--- config.mk ---
export PLATFORM = sky130hd
export DESIGN_NAME = mem_access_ctrl
export DESIGN_NICKNAME = d
export VERILOG_FILES = /design/src/rtl/mem_ctrl_pkg.sv /design/src/rtl/mem_timeout_ctr.sv /design/src/rtl/mem_access_ctrl.sv
export SDC_FILE = /design/constraint.sdc
export NUM_CORES = 1
export LEC_CHECK = 0
export CAP_MARGIN = 20
export CORE_MARGIN = 3
export CORE_UTILIZATION = 35
export CTS_CLUSTER_SIZE = 12
export DETAILED_ROUTE_END_ITERATION = 12
export GPL_TIMING_DRIVEN = 1
export PLACE_DENSITY = 0.72
export SYNTH_ARGS = -nofsm -noshare
export SYNTH_HDL_FRONTEND = slang
export SYNTH_SLANG_ARGS = --single-unit
--- constraint.sdc ---
create_clock -name clk -period 3.95 [get_ports clk]
set_input_delay 0.395 -clock clk [delete_from_list [all_inputs] [get_ports clk]]
set_output_delay 0.395 -clock clk [all_outputs]
set_load 0.05 [all_outputs]
--- src/rtl/mem_ctrl_pkg.sv ---
// Shared definitions for the MEM-stage access sequencer: FSM encoding and the
// load/store/branch opcodes also used by the decode-side control.
package mem_ctrl_pkg;

   typedef enum logic [1:0] {
      ST_IDLE = 2'b00,
      ST_REQ  = 2'b01,
      ST_DONE = 2'b10
   } state_t;

   localparam logic [5:0] OP_LW  = 6'b100011;
   localparam logic [5:0] OP_SW  = 6'b101011;
   localparam logic [5:0] OP_BEQ = 6'b000100;
   localparam logic [5:0] OP_BNE = 6'b000101;

   function automatic logic is_mem_op(input logic [5:0] op);
      return (op == OP_LW) || (op == OP_SW);
   endfunction

   function automatic logic is_branch_op(input logic [5:0] op);
      return (op == OP_BEQ) || (op == OP_BNE);
   endfunction

endpackage

--- src/rtl/mem_timeout_ctr.sv ---
// Saturating 8-bit cycle counter for the data-memory request; flags when the
// number of counted cycles equals TIMEOUT.
module mem_timeout_ctr #(
   parameter int TIMEOUT = 15
) (
   input  logic clk,
   input  logic rst,
   input  logic clr,
   input  logic en,
   output logic expired
);

   localparam logic [7:0] LIMIT = 8'(TIMEOUT);

   logic [7:0] count;

   always_ff @(posedge clk) begin
      if (rst || clr)
         count <= '0;
      else if (en && (count != 8'hFF))
         count <= count + 8'd1;
   end

   assign expired = (count == LIMIT);

endmodule

--- src/rtl/mem_access_ctrl.sv ---
// MEM-stage sequencer: request/ack handshake with a variable-latency data
// memory, pipeline stall, beq/bne resolution, misalign rejection and timeout.
//
// state   | meaning
// --------+---------------------------------------------------------------
// IDLE    | no access pending; accepts aligned loads/stores, resolves branches
// REQ     | dmem_req held, waiting for dmem_ack or timeout; pipeline stalled
// DONE    | one-cycle completion; rdata/timeout_err valid, pipeline advances
module mem_access_ctrl
   import mem_ctrl_pkg::*;
#(
   parameter int ADDR_W  = 32,
   parameter int DATA_W  = 32,
   parameter int TIMEOUT = 15
) (
   input  logic              clk,
   input  logic              rst,
   input  logic              mem_read,
   input  logic              mem_write,
   input  logic              branch,
   input  logic              bne,
   input  logic              alu_zero,
   input  logic [ADDR_W-1:0] addr,
   input  logic [DATA_W-1:0] wdata,
   output logic              dmem_req,
   output logic              dmem_we,
   output logic [ADDR_W-1:0] dmem_addr,
   output logic [DATA_W-1:0] dmem_wdata,
   input  logic              dmem_ack,
   input  logic [DATA_W-1:0] dmem_rdata,
   output logic [DATA_W-1:0] rdata,
   output logic              stall,
   output logic              pc_src,
   output logic              misalign_err,
   output logic              timeout_err
);

   state_t            state;
   logic [DATA_W-1:0] rdata_q;
   logic              access;
   logic              aligned;
   logic              accept;
   logic              ctr_en;
   logic              expired;

   assign access  = mem_read | mem_write;
   assign aligned = (addr[1:0] == 2'b00);
   assign accept  = (state == ST_IDLE) && access && aligned;

   assign stall        = !rst && (accept || (state == ST_REQ));
   assign misalign_err = !rst && (state == ST_IDLE) && access && !aligned;
   assign pc_src       = !rst && (state == ST_IDLE) && !access && branch && (alu_zero ^ bne);
   assign rdata        = misalign_err ? '0 : rdata_q;

   // Counting starts in the accept cycle so expiry lands on REQ cycle TIMEOUT.
   assign ctr_en = accept || ((state == ST_REQ) && !dmem_ack);

   mem_timeout_ctr #(
      .TIMEOUT(TIMEOUT)
   ) u_timeout_ctr (
      .clk    (clk),
      .rst    (rst),
      .clr    (!ctr_en),
      .en     (ctr_en),
      .expired(expired)
   );

   always_ff @(posedge clk) begin
      if (rst) begin
         state       <= ST_IDLE;
         dmem_req    <= 1'b0;
         dmem_we     <= 1'b0;
         dmem_addr   <= '0;
         dmem_wdata  <= '0;
         rdata_q     <= '0;
         timeout_err <= 1'b0;
      end else begin
         timeout_err <= 1'b0;
         case (state)
            ST_IDLE: begin
               if (accept) begin
                  state      <= ST_REQ;
                  dmem_req   <= 1'b1;
                  dmem_we    <= mem_write;
                  dmem_addr  <= addr;
                  dmem_wdata <= wdata;
                  rdata_q    <= '0;
               end
            end
            ST_REQ: begin
               if (dmem_ack) begin
                  state    <= ST_DONE;
                  dmem_req <= 1'b0;
                  rdata_q  <= dmem_we ? '0 : dmem_rdata;
               end else if (expired) begin
                  state       <= ST_DONE;
                  dmem_req    <= 1'b0;
                  rdata_q     <= '0;
                  timeout_err <= 1'b1;
               end
            end
            ST_DONE: state <= ST_IDLE;
            default: state <= ST_IDLE;
         endcase
      end
   end

endmodule

==> results.md <==
* Status: finished clean
* Critical Path Fanout Max at 33
* Post-route ant nets at 0
* Async set or reset register ratio after synthesis at 0%
* Layout area overhead at 60.6%
* Nets at 754
* CP peak stage delay at 0.80 ns
* Area share of the largest cell type after synthesis at 54.2%
* DRT Wirelength at 12.0 mm
* Core area at 0.0110 mm^2
* Reg-to-reg endpoint: dmem_wdata[11]
* Post-synthesis sequential area ratio at 54.2%
* Peak VDD IR at 245 uV
* Clk pin slew, worst setup/hold paths at 0.06 ns
* Hold crit path type: reg2reg
* Register Area at 0.00218 mm^2
* Share of layout cells above drive strength 1 at 4.74%
* Hold buffers post-CTS at 0
* Number of synthesized flops with an enable pin at 0
* PD cells at 370 mW/mm^2
* Final Hold Fails at 0
* Fmax at 0.308 GHz
* Post-DP Area at 0.00621 mm^2
* Overall power at 2390 uW
* TritonCTS Buffers at 9
* Slew Limit Fails at 0
* Post-route setup TNS at 0 ns
* Top_reg_cell synth: dfxtp_1
* Buffers on Ports at 205
* Period minus WS final at 3.25 ns
* DRC at 0
* DRT iter0 DRCs at 316
* Max H-tree Level at 3
* Gp weighted congestion at 0.904
* Die X at 113 um
* Hold_sp: dmem_wdata[21]
* WL per Instance at 15.2 um
* N_diodes at 0
* GRT Total Usage at 18.4%
* Overflow after GRT at 0
* Clock Tree Buf Depth at 2
* I/O pins at 206
* Filler instances at 974
* R2R setup slack at 1.95 ns
* Most frequent cell after synthesis: nand2_1
* Yosys warnings at 0
* Cell taking the most area after synthesis: dfxtp_1
* Startpoint Class: input pin
* CP Capture Type: primary output
* Post-CTS Setup Bufs at 0
* Largest net degree at the start of global routing at 75
* First-pass iteration count of the detailed router at 4
* Post-Syn Area at 0.00403 mm^2
* Dpl hpwl at 8.56 mm
* Vias per cell at 4.95
* Number of global-route vias before repair at 3844
* First-pass GRT wire length at 19.2 mm
* Core Rows at 38
* Clock sink count at 109
* Slowest CP cell: clkdlybuf4s50_1
* #FFs+latches synth at 109
* Area contributors post-synth: dfxtp_1, nand2_1, a21oi_1
* Worst Path Arrival at 2.85 ns
* CP Data Required Time at 3.56 ns
* Max cap viols at 0
* Post-synth top cells: nand2_1, dfxtp_1, a21oi_1, a22o_1, nor2b_1
* Die H at 113 um
* Hold path depth at 2
* Setup Crit Path Kind: in2out
* Slew @ Worst Pin at 0.783 ns
* Layout Utilization at 58.6%
* Mapped Cells at 458
* Multi-input gate area at 0.00174 mm^2
* Root Buffer: clkbuf_16
* CP most frequent cell: clkdlybuf4s50_1
* P_leak at 0.00233 uW
* Clock Latency Late Sink at 0.33 ns
* Unrepaired setup endpoints after global routing: false
* CP top delay family: buffers and inverters
* Cell depth of the worst flop-to-flop path at 5
* Tcrit/Tclk final at 82.2%
* CP bufs+invs at 3
* # setup viols final at 0
* Yosys cell types at 40
* DR vias at 3933
* WHS Endpoint: dmem_wdata[21]
* Starting density of the core at 36.5%
* Critical R2R Launch: state[1]
* Clock Skew at 0.00414 ns
* Worst rel slew slack at 47.8%
* Synthesized Nets at 563
* Mean post-synth cell area at 8.79 um^2
* Final instance area at 0.00647 mm^2
* Initial antenna violation count at 0
* CTS tree: yes
* CP Cell Sequence: clkdlybuf4s50_1 -> nor2_1 -> nor3b_2 -> buf_4 -> and2b_1 -> clkdlybuf4s50_1
* Post-CTS resize count at 0
* DIE AREA at 0.0128 mm^2
-- registers in the layout, summed over array words and instances, names as in the netlist --
name / cells
u_timeout_ctr.count: 8
state: 2
timeout_err: 1
dmem_wdata: 32
dmem_addr: 32
rdata_q: 32
dmem_we: 1
dmem_req: 1
-- worst min-delay path: stages, from the launching register on --
cell and delay (ns):
dfxtp_1 0.31, nand2_1 0.05, a21oi_1 0.05
-- metal layers --
metal | up-vias | part of all wire (%) | track usage [%]
li1 | 1943 | - | -
met1 | 1799 | 43 | 22.9
met2 | 172 | 46 | 29.5
met3 | 19 | 8.9 | 5.72
met4 | 0 | 2.3 | 7.53
met5 | - | 0 | 0
-- cell families (layout without fill, tap and decap cells) --
| logic type | count (synthesis) | in the layout | share of synthesized area [%] |
|---|---|---|---|
| adder cells (fa/ha/maj) | 1 | 1 | 0.311 |
| flip-flops | 109 | 109 | 54.2 |
| XOR/XNOR | 2 | 2 | 0.435 |
| multiplexers | 1 | 1 | 0.249 |
| AO/OA/AOI/OAI | 117 | 117 | 18.8 |
| AND/OR/NAND/NOR | 197 | 197 | 22.8 |
| buffers and inverters | 31 | 227 | 3.20 |
-- report_power, final --
part | internal, uW | switching (uW)
clock network | 424 | 378
logic | 187 | 246
registers | 1140 | 20.2
total | 1750 | 644
-- layout by cell type, fill, tap and decap left out, types with 2 or more instances in the layout --
cell type	count
clkdlybuf4s50_1	204
nand2_1	130
dfxtp_1	109
a21oi_1	68
a22o_1	32
nor2b_1	29
clkbuf_16	9
nor2_1	6
buf_4	5
and2b_1	4
clkinv_2	4
nand3_1	3
o21ai_0	3
o311ai_0	3
o41ai_1	3
nor3b_1	3
or2_2	2
nor4_1	2
and2_1	2
nand4_1	2
a211oi_1	2
clkbuf_1	2
-- cell type report --
| class | count | share of cell area (%) |
|---|---|---|
| tap | 140 | 2.71 |
| multi-input combinational | 318 | 27.0 |
| clock inverter | 5 | 0.426 |
| timing repair buffer | 211 | 32.5 |
| clock buffer | 11 | 3.60 |
| sequential | 109 | 33.7 |
-- worst max-delay path by stage --
stage,depth (start not counted),to,slack (ns),start
6_report,6,rdata[8],0.70,mem_write
5_1_grt,6,rdata[8],0.55,mem_write
4_1_cts,6,rdata[10],0.72,mem_write
3_5_place_dp,6,rdata[10],0.71,mem_write
3_3_place_gp,6,rdata[10],0.77,mem_write
2_1_floorplan,4,rdata[22],1.65,rst
-- stage by stage --
stage	std cells	setup WS [ns]	hold slack, ns
global route	794	0.546	0.472
CTS	794	0.718	0.457
floorplan	458	1.65	0.435
global placement	778	0.774	0.441
finish	794	0.702	0.453
detailed placement	778	0.712	0.448
(Power assumes the default switching activity.)
